==> config.mk <==
export PLATFORM = sky130hd
export DESIGN_NAME = ft_recovery
export DESIGN_NICKNAME = d
export VERILOG_FILES = /design/src/rtl/ft_pkg.sv /design/src/rtl/ft_recovery.sv
export SDC_FILE = /design/constraint.sdc
export NUM_CORES = 1
export LEC_CHECK = 0
export ABC_AREA = 1
export BUFFER_PORTS_ARGS = -buffer_cell sky130_fd_sc_hd__buf_2
export CAP_MARGIN = 20
export CORE_UTILIZATION = 44
export DETAILED_ROUTE_END_ITERATION = 7
export HOLD_SLACK_MARGIN = 0.03
export PLACE_DENSITY_LB_ADDON = 0.2
export SYNTH_ARGS = -nofsm -noshare
export SYNTH_HDL_FRONTEND = slang
export SYNTH_SLANG_ARGS = --single-unit
==> constraint.sdc <==
create_clock -name clk_i -period 1.45 [get_ports clk_i]
set_input_delay 0.2175 -clock clk_i [delete_from_list [all_inputs] [get_ports clk_i]]
set_output_delay 0.2175 -clock clk_i [all_outputs]
set_load 0.05 [all_outputs]
==> src/rtl/ft_pkg.sv <==
// rtl/ft_pkg.sv - shared types and constants for the fault-tolerant recovery unit
package ft_pkg;

  typedef enum logic [2:0] {
    ST_IDLE        = 3'd0,
    ST_DRAIN       = 3'd1,
    ST_RESTORE     = 3'd2,
    ST_REDIRECT    = 3'd3,
    ST_WAIT_RESUME = 3'd4
  } ft_rec_state_e;

  localparam int FT_REC_CNT_W      = 8;
  localparam int FT_REC_FIRST_ADDR = 1;
  localparam int FT_REC_DRAIN_W    = 4;

endpackage

==> src/rtl/ft_recovery.sv <==
// rtl/ft_recovery.sv - halts both cores, drains, restores GPRs from the shadow copy and redirects the PC
module ft_recovery
  import ft_pkg::*;
#(
  parameter int ADDR_WIDTH   = 5,
  parameter int DATA_WIDTH   = 32,
  parameter int DRAIN_CYCLES = 4
) (
  input  logic                    clk_i,
  input  logic                    rst_i,
  input  logic                    halt_i,
  input  logic                    resume_i,
  input  logic [DATA_WIDTH-1:0]   spc_i,
  input  logic [DATA_WIDTH-1:0]   rdata_i,
  output logic [ADDR_WIDTH-1:0]   raddr_o,
  output logic                    fetch_block_o,
  output logic                    flush_o,
  output logic                    rf_we_o,
  output logic [ADDR_WIDTH-1:0]   rf_waddr_o,
  output logic [DATA_WIDTH-1:0]   rf_wdata_o,
  output logic                    pc_we_o,
  output logic [DATA_WIDTH-1:0]   pc_o,
  output logic                    busy_o,
  output logic                    done_o,
  output logic [FT_REC_CNT_W-1:0] recovery_cnt_o
);

  localparam logic [FT_REC_DRAIN_W-1:0] DRAIN_LOAD = FT_REC_DRAIN_W'(DRAIN_CYCLES - 1);
  localparam logic [ADDR_WIDTH-1:0]     IDX_FIRST  = ADDR_WIDTH'(FT_REC_FIRST_ADDR);
  localparam logic [ADDR_WIDTH-1:0]     IDX_LAST   = '1;
  localparam logic [FT_REC_CNT_W-1:0]   CNT_MAX    = '1;

  ft_rec_state_e             state_q, state_d;
  logic [DATA_WIDTH-1:0]     pc_q, pc_d;
  logic [FT_REC_DRAIN_W-1:0] drain_q, drain_d;
  logic [ADDR_WIDTH-1:0]     idx_q, idx_d;
  logic                      pend_q, pend_d;
  logic [FT_REC_CNT_W-1:0]   cnt_q, cnt_d;
  logic                      done_q, done_d;

  always_ff @(posedge clk_i) begin
    if (rst_i) begin
      state_q <= ST_IDLE;
      pc_q    <= '0;
      drain_q <= '0;
      idx_q   <= '0;
      pend_q  <= 1'b0;
      cnt_q   <= '0;
      done_q  <= 1'b0;
    end else begin
      state_q <= state_d;
      pc_q    <= pc_d;
      drain_q <= drain_d;
      idx_q   <= idx_d;
      pend_q  <= pend_d;
      cnt_q   <= cnt_d;
      done_q  <= done_d;
    end
  end

  always_comb begin
    state_d = state_q;
    pc_d    = pc_q;
    drain_d = drain_q;
    idx_d   = idx_q;
    pend_d  = pend_q;
    cnt_d   = cnt_q;
    done_d  = 1'b0;

    // A halt in any state (re)starts recovery and swallows a simultaneous resume.
    if (halt_i) begin
      state_d = ST_DRAIN;
      pc_d    = spc_i;
      drain_d = DRAIN_LOAD;
      pend_d  = 1'b0;
      if (cnt_q != CNT_MAX) cnt_d = cnt_q + 1'b1;
    end else begin
      unique case (state_q)
        ST_DRAIN: begin
          if (resume_i) pend_d = 1'b1;
          if (drain_q == '0) begin
            state_d = ST_RESTORE;
            idx_d   = IDX_FIRST;
          end else begin
            drain_d = drain_q - 1'b1;
          end
        end
        ST_RESTORE: begin
          if (resume_i) pend_d = 1'b1;
          if (idx_q == IDX_LAST) begin
            state_d = ST_REDIRECT;
            idx_d   = '0;
          end else begin
            idx_d = idx_q + 1'b1;
          end
        end
        ST_REDIRECT: begin
          if (resume_i) pend_d = 1'b1;
          state_d = ST_WAIT_RESUME;
        end
        ST_WAIT_RESUME: begin
          if (resume_i || pend_q) begin
            state_d = ST_IDLE;
            pend_d  = 1'b0;
            done_d  = 1'b1;
          end
        end
        default: ;
      endcase
    end
  end

  logic in_restore;
  assign in_restore = (state_q == ST_RESTORE);

  // The counter only equals its load value in the first cycle after entering DRAIN.
  assign flush_o        = (state_q == ST_DRAIN) && (drain_q == DRAIN_LOAD);
  assign busy_o         = (state_q != ST_IDLE);
  assign fetch_block_o  = busy_o;
  assign raddr_o        = in_restore ? idx_q : '0;
  assign rf_we_o        = in_restore;
  assign rf_waddr_o     = in_restore ? idx_q : '0;
  assign rf_wdata_o     = in_restore ? rdata_i : '0;
  assign pc_we_o        = (state_q == ST_REDIRECT);
  assign pc_o           = pc_we_o ? pc_q : '0;
  assign done_o         = done_q;
  assign recovery_cnt_o = cnt_q;

endmodule
==> impl_metrics.ini, run 1 <==
[sta]
relSlewSlack_pct = 57.5
timing.final.hold_violations = 0
worst_slack_ns = -0.430
min_period_over_period_pct = 130
fin_skew_ns = 0.0229
final-setup-viol-count = 91
worstMarginPinSlew_ns = 0.632
fin_setup_tns_ns = -27.58
min_period_ns = 1.88
rsz0062_at_grt = yes
fmax_mhz = 532
slew_violations = 0

[worst_setup_path]
path_class = flip-flop to primary output
cp.arrival_ns = 1.66
crit_required_ns = 1.23
cp_slowest_cell = dfxtp_1
worstPathMaxFanout = 9
slowest_delay_ns = 0.41
rr_worst_depth = 8
cp_common_cell = nor2_4
critPathLaunchType = flip-flop
end_kind = primary output
path_cells = inv_2 > nor2_4 > inv_8 > buf_12 > nor2_4 > buf_6
crit_family = buffers and inverters
cp.depth = 6
cp_num_buf_inv = 4

[die]
fp-row-count = 28
die_w_um = 81.0
ioPinCount = 156
die_y_um = 81.0
die-area_um2 = 6560
start_util_pct = 46.1
coreArea_um2 = 5960

[placement]
post-dp-hpwl_mm = 6.02
port_buffers = 155
gp_congestion = 0.855
dp.cells = 648

[cells_and_area]
fin_nets = 667
drive_gt1_share_pct = 52.0
syn_to_final_growth_pct = 93.4
mostFrequentLayoutCells = inv_1 (86), buf_2 (76), nor2_4 (74)
n_fill_cell = 241
layout.cells.non_filler = 670
layout_commonest_cell = inv_1

[yosys]
seq_area_frac_synth_pct = 39.3
synthTopCellsByArea = dfxtp_1 (39%), nor2_1 (13%), inv_1 (12%)
syn_inst = 421
synth-seq-cells = 54
synth_nets = 494
synth_cell_types = 24
yosysTopAreaCellShare_pct = 39.3
synth-warning-count = 0
syn_avg_cell_area_um2 = 6.53
yosys.area.top_type = dfxtp_1
syn_area_um2 = 2750

[route]
num_vias = 4008
antenna_left = 0
drt_iter0_drc = 519
firstDrtPassIters = 6
viasPerCell = 5.98
route.detailed.drc = 0
drt-total-wl_mm = 15.3
routedWlPerCell_um = 22.8

[global_routing]
grt-ovfl-total = 0
grt_pass1_wl_mm = 16.8
grt_use_total_pct = 34.0
grt_pass1_vias = 3432
antenna_found_initial = 1
grt_start_max_net_pins = 44

[pwr]
ir_worst_vdd_mv = 0.559
p_int_uw = 2210
p_sw_share_pct = 35.8
p_seq_share_pct = 46.6
pwr-share-clk_pct = 26.3
power.density_nw_per_um2 = 649
p_sw_uw = 1230
leakage_uw = 0.00234
pwr-share-comb_pct = 27.1
power_uw = 3450

[worst_hold_path]
hold_depth = 3
hold_path_class = primary input to flip-flop

[cts]
hold_buffers = 0
cts_buffers = 5
clk_latency_ns = 0.33
cts_max_path_buffers = 2
cts-root-buf = clkbuf_8
clk_pin_slew_ns = 0.11
htree_num_levels = 2
cts_tree = done
clock_sinks = 54

[outcome]
status = complete, but fails checks
violations = setup timing

[job]
drv_cap = 0
==> power by group through the flow <==
| stage | Combinational, uW | Clock, uW | Sequential, uW |
|---|---|---|---|
| after floorplan | 468 | 0 | 1640 |
| after global placement | 671 | 0 | 1620 |
| after detailed placement | 690 | 0 | 1630 |
| after CTS | 750 | 857 | 1590 |
| after global routing | 979 | 951 | 1610 |
| final | 934 | 906 | 1610 |
==> repair_timing <==
| item | 4_1_cts | 5_1_grt |
|---|---|---|
| cloned | 1 | 2 |
| hold endpoints to repair | 0 | 0 |
| gates resized for setup | 173 | 67 |
| endpoints found under the setup margin | 85 | 94 |
| pin swaps | 6 | 16 |
| setup buffers | 3 | 8 |
==> per-stage QoR <==
stage | hold WS, ns | worst slack [ns] | utilization (%) | instance area [um^2]
after CTS | 0.171 | -0.236 | 83.3 | 4960
after global placement | 0.462 | -0.00415 | 72.1 | 4290
final | 0.169 | -0.430 | 89.2 | 5320
after floorplan | 0.403 | -0.190 | - | 3360
after global routing | 0.179 | -0.532 | 89.2 | 5320
after detailed placement | 0.472 | -0.0660 | 72.1 | 4290
==> path summary, 6_finish.rpt <==
path	startpoint	end	slack (ns)
worst min-delay path	spc_i[27]	pc_q[27]	0.17
worst max-delay path	state_q[0]	pc_o[18]	-0.43
worst min register to register	recovery_cnt_o[3]	recovery_cnt_o[3]	0.49
worst max register to register	idx_q[0]	state_q[1]	-0.34
==> tightest hold or removal path, delay by kind of cell <==
| kind | cells | cell delay (ns) |
|---|---|---|
| compound gates | 2 | 0.17 |
| buf+inv | 1 | 0.07 |
==> Yosys cell counts (all sizes together) <==
| master | count |
|---|---|
| inv | 93 |
| o21ai | 42 |
| xor2 | 2 |
| a31oi | 2 |
| nand2 | 27 |
| a21oi | 45 |
| o21a | 1 |
| nor3 | 2 |
| nor2 | 95 |
| nand3 | 18 |
| dfxtp | 54 |
| a211oi | 1 |
| nand4 | 6 |
| clkbuf | 9 |
| ha | 5 |
| buf | 17 |
| o31a | 1 |
| nor4 | 1 |
==> sequential cells by signal (all words and copies together) (netlist names) <==
register and count:
recovery_cnt_o 8, drain_q 4, state_q 3, pc_q 32, idx_q 5, done_o 1, pend_q 1
==> cells by family after synthesis <==
| kind of cell | synth area share (%) |
|---|---|
| AOI/OAI and AO/OA | 17.2 |
| DFF | 39.3 |
| and+or+nand+nor | 23.0 |
| buffers and inverters | 17.6 |
| xor gates and xnor gates | 0.638 |
| adders and majority gates | 2.28 |
==> final cells by class <==
class	count	area, um^2	share of cell area, %
Timing Repair Buffer	192	1850	34.9
Multi-Input combinational cell	248	1810	34.1
Sequential cell	54	1110	20.8
Inverter	93	364	6.85
Tap cell	75	93.8	1.77
Clock buffer	5	68.8	1.29
Clock inverter	2	13.8	0.259
Antenna cell	1	2.50	0.0471
==> per-layer routing <==
layer	part of all wire, %	GRT usage [%]	vias to the layer above	routed length [um]
li1	-	-	1644	-
met1	33	35.8	1798	5050
met2	45	57.4	411	6910
met3	12	11.2	153	1890
met4	9.1	22.9	2	1390
met5	0.27	0	-	42
Power figures use the tool's default switching activity.
==> inputs of run 2 (changes only) <==
GPL_TIMING_DRIVEN = 0   (was unset)
==> run 2 against run 1 <==
Compared with the run above: the run ends with DRC, setup timing left; worst setup slack worse by 0.10 ns; sequential power hardly changed; register-to-register slack worse by 0.19 ns; cell area is 6.2% higher; die area stayed put; hold slack better by 0.015 ns; first-iteration DRC count is 48% higher; power is 5.5% higher; via count is 10% higher; clock skew is 0.0051 ns lower; largest power group unchanged; highest routed layer unchanged.
==> impl_metrics.ini, run 2 (synthesis gave the netlist of run 1 again) <==
[sta]
slew_violations = 0
worst_slack_ns = -0.529
min_period_ns = 1.98
fin_skew_ns = 0.0177
worstMarginPinSlew_ns = 0.929
relSlewSlack_pct = 37.5
rsz0062_at_grt = yes
fmax_mhz = 505
min_period_over_period_pct = 137
final-setup-viol-count = 93
timing.final.hold_violations = 0

[worst_setup_path]
cp_common_cell = nor2_4
path_class = flip-flop to primary output
path_cells = buf_6 > nand2_4 > nor2_4 > inv_8 > buf_12 > nor2_4 > buf_8
r2r_start = state_q[1]
end_kind = primary output
rr_endpoint = done_o
crit_required_ns = 1.23
slowest_delay_ns = 0.37
cp.arrival_ns = 1.76
r2r_setup_slack_ns = -0.53
worstPathMaxFanout = 8
cp_slowest_cell = dfxtp_2
critPathLaunchType = flip-flop
rr_worst_depth = 6

[route]
num_vias = 4425
antenna_left = 0
drt_iter0_drc = 767
routedWlPerCell_um = 26.9
firstDrtPassIters = 8
route.detailed.drc = 1
drt-total-wl_mm = 18.7
viasPerCell = 6.38

[placement]
place_area_um2 = 4230
post-dp-hpwl_mm = 6.06
port_buffers = 154
gp_congestion = 0.838

[cells_and_area]
largest-register = pc_q
design_area_um2 = 5640
mostFrequentLayoutCells = inv_1 (85), buf_2 (79), nor2_4 (78)
drive_gt1_share_pct = 54.6
largest_reg_flops = 32
layout_commonest_cell = inv_1
syn_to_final_growth_pct = 105
n_fill_cell = 154
fin_nets = 689

[global_routing]
grt_use_total_pct = 35.6
grt_pass1_vias = 3569
antenna_found_initial = 2
grt_start_max_net_pins = 18
grt-ovfl-total = 0
grt_pass1_wl_mm = 17.9

[die]
fp-row-count = 28
coreArea_um2 = 5960
die_y_um = 81.0
die-area_um2 = 6560
ioPinCount = 156
die_w_um = 81.0
start_util_pct = 46.1

[worst_hold_path]
hold_depth = 3
min_from = spc_i[19]
min_to = pc_q[19]
hold_path_class = primary input to flip-flop

[cts]
cts_buffers = 5
cts_max_path_buffers = 2
clock_sinks = 54
cts_tree = done
clk_latency_ns = 0.34
cts-root-buf = clkbuf_8
clk_pin_slew_ns = 0.12
hold_buffers = 0
htree_num_levels = 2

[pwr]
leakage_uw = 0.00247
power.density_nw_per_um2 = 645
ir_worst_vdd_mv = 0.718
power_uw = 3640
p_int_uw = 2300
pwr-share-clk_pct = 27.4
p_sw_share_pct = 36.7
pwr-share-comb_pct = 28.0
p_seq_share_pct = 44.5
p_sw_uw = 1340

[outcome]
violations = DRC, setup timing
status = complete, but fails checks

[job]
drv_cap = 0
## run 2: changes by cell type in the layout (fill, tap and decap cells not counted), sizes merged
cell / before / now
clkinvlp: 1 / 0
clkbuf: 7 / 18
buf: 190 / 202
clkinv: 1 / 0
diode: 1 / 2
inv: 93 / 95
## run 2: worst max-delay path, delay by kind of cell (launching register included)
kind / cells / cell delay, ns
AND/OR/NAND/NOR: 3 / 0.46
flip-flops: 1 / 0.37
buffers and inverters: 4 / 0.57
## run 2: final cells by class
type                            count  area [um^2]  share of cell area [%]
Inverter                           93          359                    6.36
Clock inverter                      2         15.0                   0.266
Multi-Input combinational cell    248         1890                    33.6
Clock buffer                        6         82.6                    1.46
Timing Repair Buffer              188         1810                    32.1
Antenna cell                        2         5.00                  0.0887
Sequential cell                    54         1110                    19.7
Tap cell                           75         93.8                    1.66
Buffer                             26          273                    4.83
## run 2: power by group through the flow
stage | logic [uW] | registers, uW | clock network, uW
after floorplan | 468 | 1640 | 0
after global placement | 645 | 1630 | 0
after detailed placement | 661 | 1630 | 0
after CTS | 748 | 1600 | 926
after global routing | 1050 | 1620 | 1020
final | 1020 | 1620 | 998
## run 2: timing repair
item                                    4_1_cts  5_1_grt
endpoints found under the setup margin       84       98
gates resized for setup                     210       72
cloned                                        3        3
buffers inserted                             14       16
pin swaps                                    13       21
## run 2: per-layer routing
layer  global-route usage, %  vias to the layer above  wire length, um
li1                        -                     1691                -
met1                    38.7                     1974             5890
met2                    61.0                      534             7970
met3                    10.4                      224             2760
met4                    21.4                        2             2010
met5                       0                        -               44
## run 2: stage by stage
stage / hold WS [ns] / utilization [%] / setup TNS (ns) / std cells / setup WS [ns]
final: 0.184 / 94.7 / -34.21 / 694 / -0.529
after global routing: 0.217 / 94.7 / -34.28 / 694 / -0.531
after CTS: 0.178 / 86.9 / -16.01 / 675 / -0.258
after detailed placement: 0.465 / 71.0 / -4.88 / 650 / -0.125
after global placement: 0.460 / 71.0 / -4.09 / 650 / -0.116
after floorplan: 0.403 / - / -5.66 / 421 / -0.190
## run 2: how the worst max path moves through the flow
stage / startpoint / to / slack [ns]
after floorplan: state_q[2] / pc_o[10] / -0.19
after global placement: state_q[1] / rf_wdata_o[11] / -0.12
after detailed placement: state_q[0] / rf_wdata_o[21] / -0.12
after CTS: state_q[2] / rf_wdata_o[10] / -0.26
after global routing: state_q[1] / pc_o[10] / -0.53
final: state_q[1] / pc_o[10] / -0.53
==> inputs of run 3 (changes only) <==
CORE_UTILIZATION = 40   (was 44)
GPL_TIMING_DRIVEN = unset   (was 0)
clock period = 1.7 ns   (was 1.45 ns; I/O delays follow)
==> run 3 against run 2 <==
Compared with the run above: the run still ends with DRC, setup timing left; clock skew is 0.0056 ns lower; routed wire length is 52% lower; register-to-register slack better by 0.71 ns; die area is 9.8% higher; sequential power is 16% lower; first-iteration DRC count is 82% lower; utilization is 23 points lower; sequential share of layout area is 3.8 points higher.
==> impl_metrics.ini, run 3 (synthesis gave the netlist of run 1 again) <==
[outcome]
status = complete, but fails checks
violations = DRC, setup timing

[die]
die_y_um = 84.9
coreArea_um2 = 6490
fp-row-count = 29
die-area_um2 = 7200
die_w_um = 84.9
start_util_pct = 42.3
ioPinCount = 156

[sta]
worstMarginPinSlew_ns = 0.308
fin_setup_tns_ns = -0.429
fmax_mhz = 572
fin_skew_ns = 0.0121
min_period_ns = 1.75
timing.final.hold_violations = 0
slew_violations = 0
relSlewSlack_pct = 79.4
final-setup-viol-count = 26
worst_slack_ns = -0.0471
holdWs_ns = 0.222
rsz0062_at_grt = yes
min_period_over_period_pct = 103

[global_routing]
grt_pass1_vias = 2773
antenna_found_initial = 0
grt_use_total_pct = 21.7
grt_start_max_net_pins = 65
grt-ovfl-total = 0
grt_pass1_wl_mm = 12.4

[route]
firstDrtPassIters = 7
num_vias = 3205
route.detailed.drc = 15
drt-total-wl_mm = 8.99
antenna_left = 0
drt_iter0_drc = 139
viasPerCell = 4.95
routedWlPerCell_um = 13.9

[worst_setup_path]
path_class = flip-flop to primary output
crit_required_ns = 1.44
critPathLaunchType = flip-flop
cp.arrival_ns = 1.49
worstPathMaxFanout = 34
end_kind = primary output

[cts]
cts_max_path_buffers = 2
clk_latency_ns = 0.30
cts_tree = done
hold_buffers = 0
cts_buffers = 5
clk_pin_slew_ns = 0.10
htree_num_levels = 2
cts-root-buf = clkbuf_8
clock_sinks = 54

[cells_and_area]
layout_commonest_cell = inv_1
largest-register = pc_q
largest_reg_flops = 32
design_area_um2 = 4630
syn_to_final_growth_pct = 68.6
mostFrequentLayoutCells = inv_1 (88), buf_2 (80), buf_6 (67)
antenna_cells = 0
drive_gt1_share_pct = 44.8
fin_nets = 644
layout.cells.non_filler = 648

[placement]
post-dp-hpwl_mm = 5.35
port_buffers = 155
gp_congestion = 0.815
place_area_um2 = 3840
dp.cells = 635

[worst_hold_path]
hold_path_class = primary input to flip-flop

[pwr]
leakage_uw = 0.00215
power_uw = 2640
ir_worst_vdd_mv = 0.429
power.density_nw_per_um2 = 570

[job]
drv_cap = 0
-- run 3: cell count changes in the layout (fill, tap and decap cells not counted), moves of 13 or more --
cell,change
buf_4,-13
buf_6,+13
buf_8,-29
nor2_1,+13
nor2_2,+28
nor2_4,-41
-- run 3: cell type report --
type / instances / area [um^2]
Clock inverter: 2 / 13.8
Multi-Input combinational cell: 248 / 1530
Clock buffer: 5 / 68.8
Tap cell: 77 / 96.3
Sequential cell: 54 / 1090
Fill cell: 521 / 1860
Inverter: 93 / 354
Timing Repair Buffer: 169 / 1480
-- run 3: worst max-delay path, cell delays in order (launching register included) --
cell	delay, ns
dfxtp_4	0.38
inv_2	0.05
nor2_2	0.11
nand2_2	0.09
buf_12	0.20
nor2_1	0.17
buf_6	0.19
-- run 3: routing by layer --
| metal | track usage, % | part of all wire (%) |
|---|---|---|
| met1 | 23.1 | 37 |
| met2 | 41.0 | 53 |
| met3 | 5.35 | 6.5 |
| met4 | 8.32 | 3.5 |
| met5 | 0 | 0 |
-- run 3: through the flow --
step,setup WS [ns],util (%)
final,-0.0471,71.3
after global routing,-0.123,71.3
after CTS,-0.0331,67.3
after detailed placement,0.101,59.1
after global placement,0.161,59.1
after floorplan,-0.139,-
-- run 3: power breakdown --
group	internal [uW]	switching (uW)
clock	286	415
sequential	1330	26.9
combinational	199	382
-- run 3: worst paths after layout --
| check | startpoint | endpoint | slack, ns | depth (start not counted) |
|---|---|---|---|---|
| max | state_q[1] | rf_wdata_o[15] | -0.05 | 6 |
| min | spc_i[4] | pc_q[4] | 0.22 | 3 |
| max reg2reg | idx_q[1] | state_q[0] | 0.18 | 9 |
| min reg2reg | pc_q[0] | pc_q[0] | 0.49 | 2 |
-- run 3: what timing repair did --
| item | 4_1_cts | 5_1_grt |
|---|---|---|
| resized for setup | 128 | 71 |
| pin swaps | 1 | 1 |
| endpoints found under the setup margin | 74 | 76 |
| gates cloned | 2 | 1 |
| endpoints found under the hold margin | 0 | 0 |
| buffers inserted | 2 | 1 |
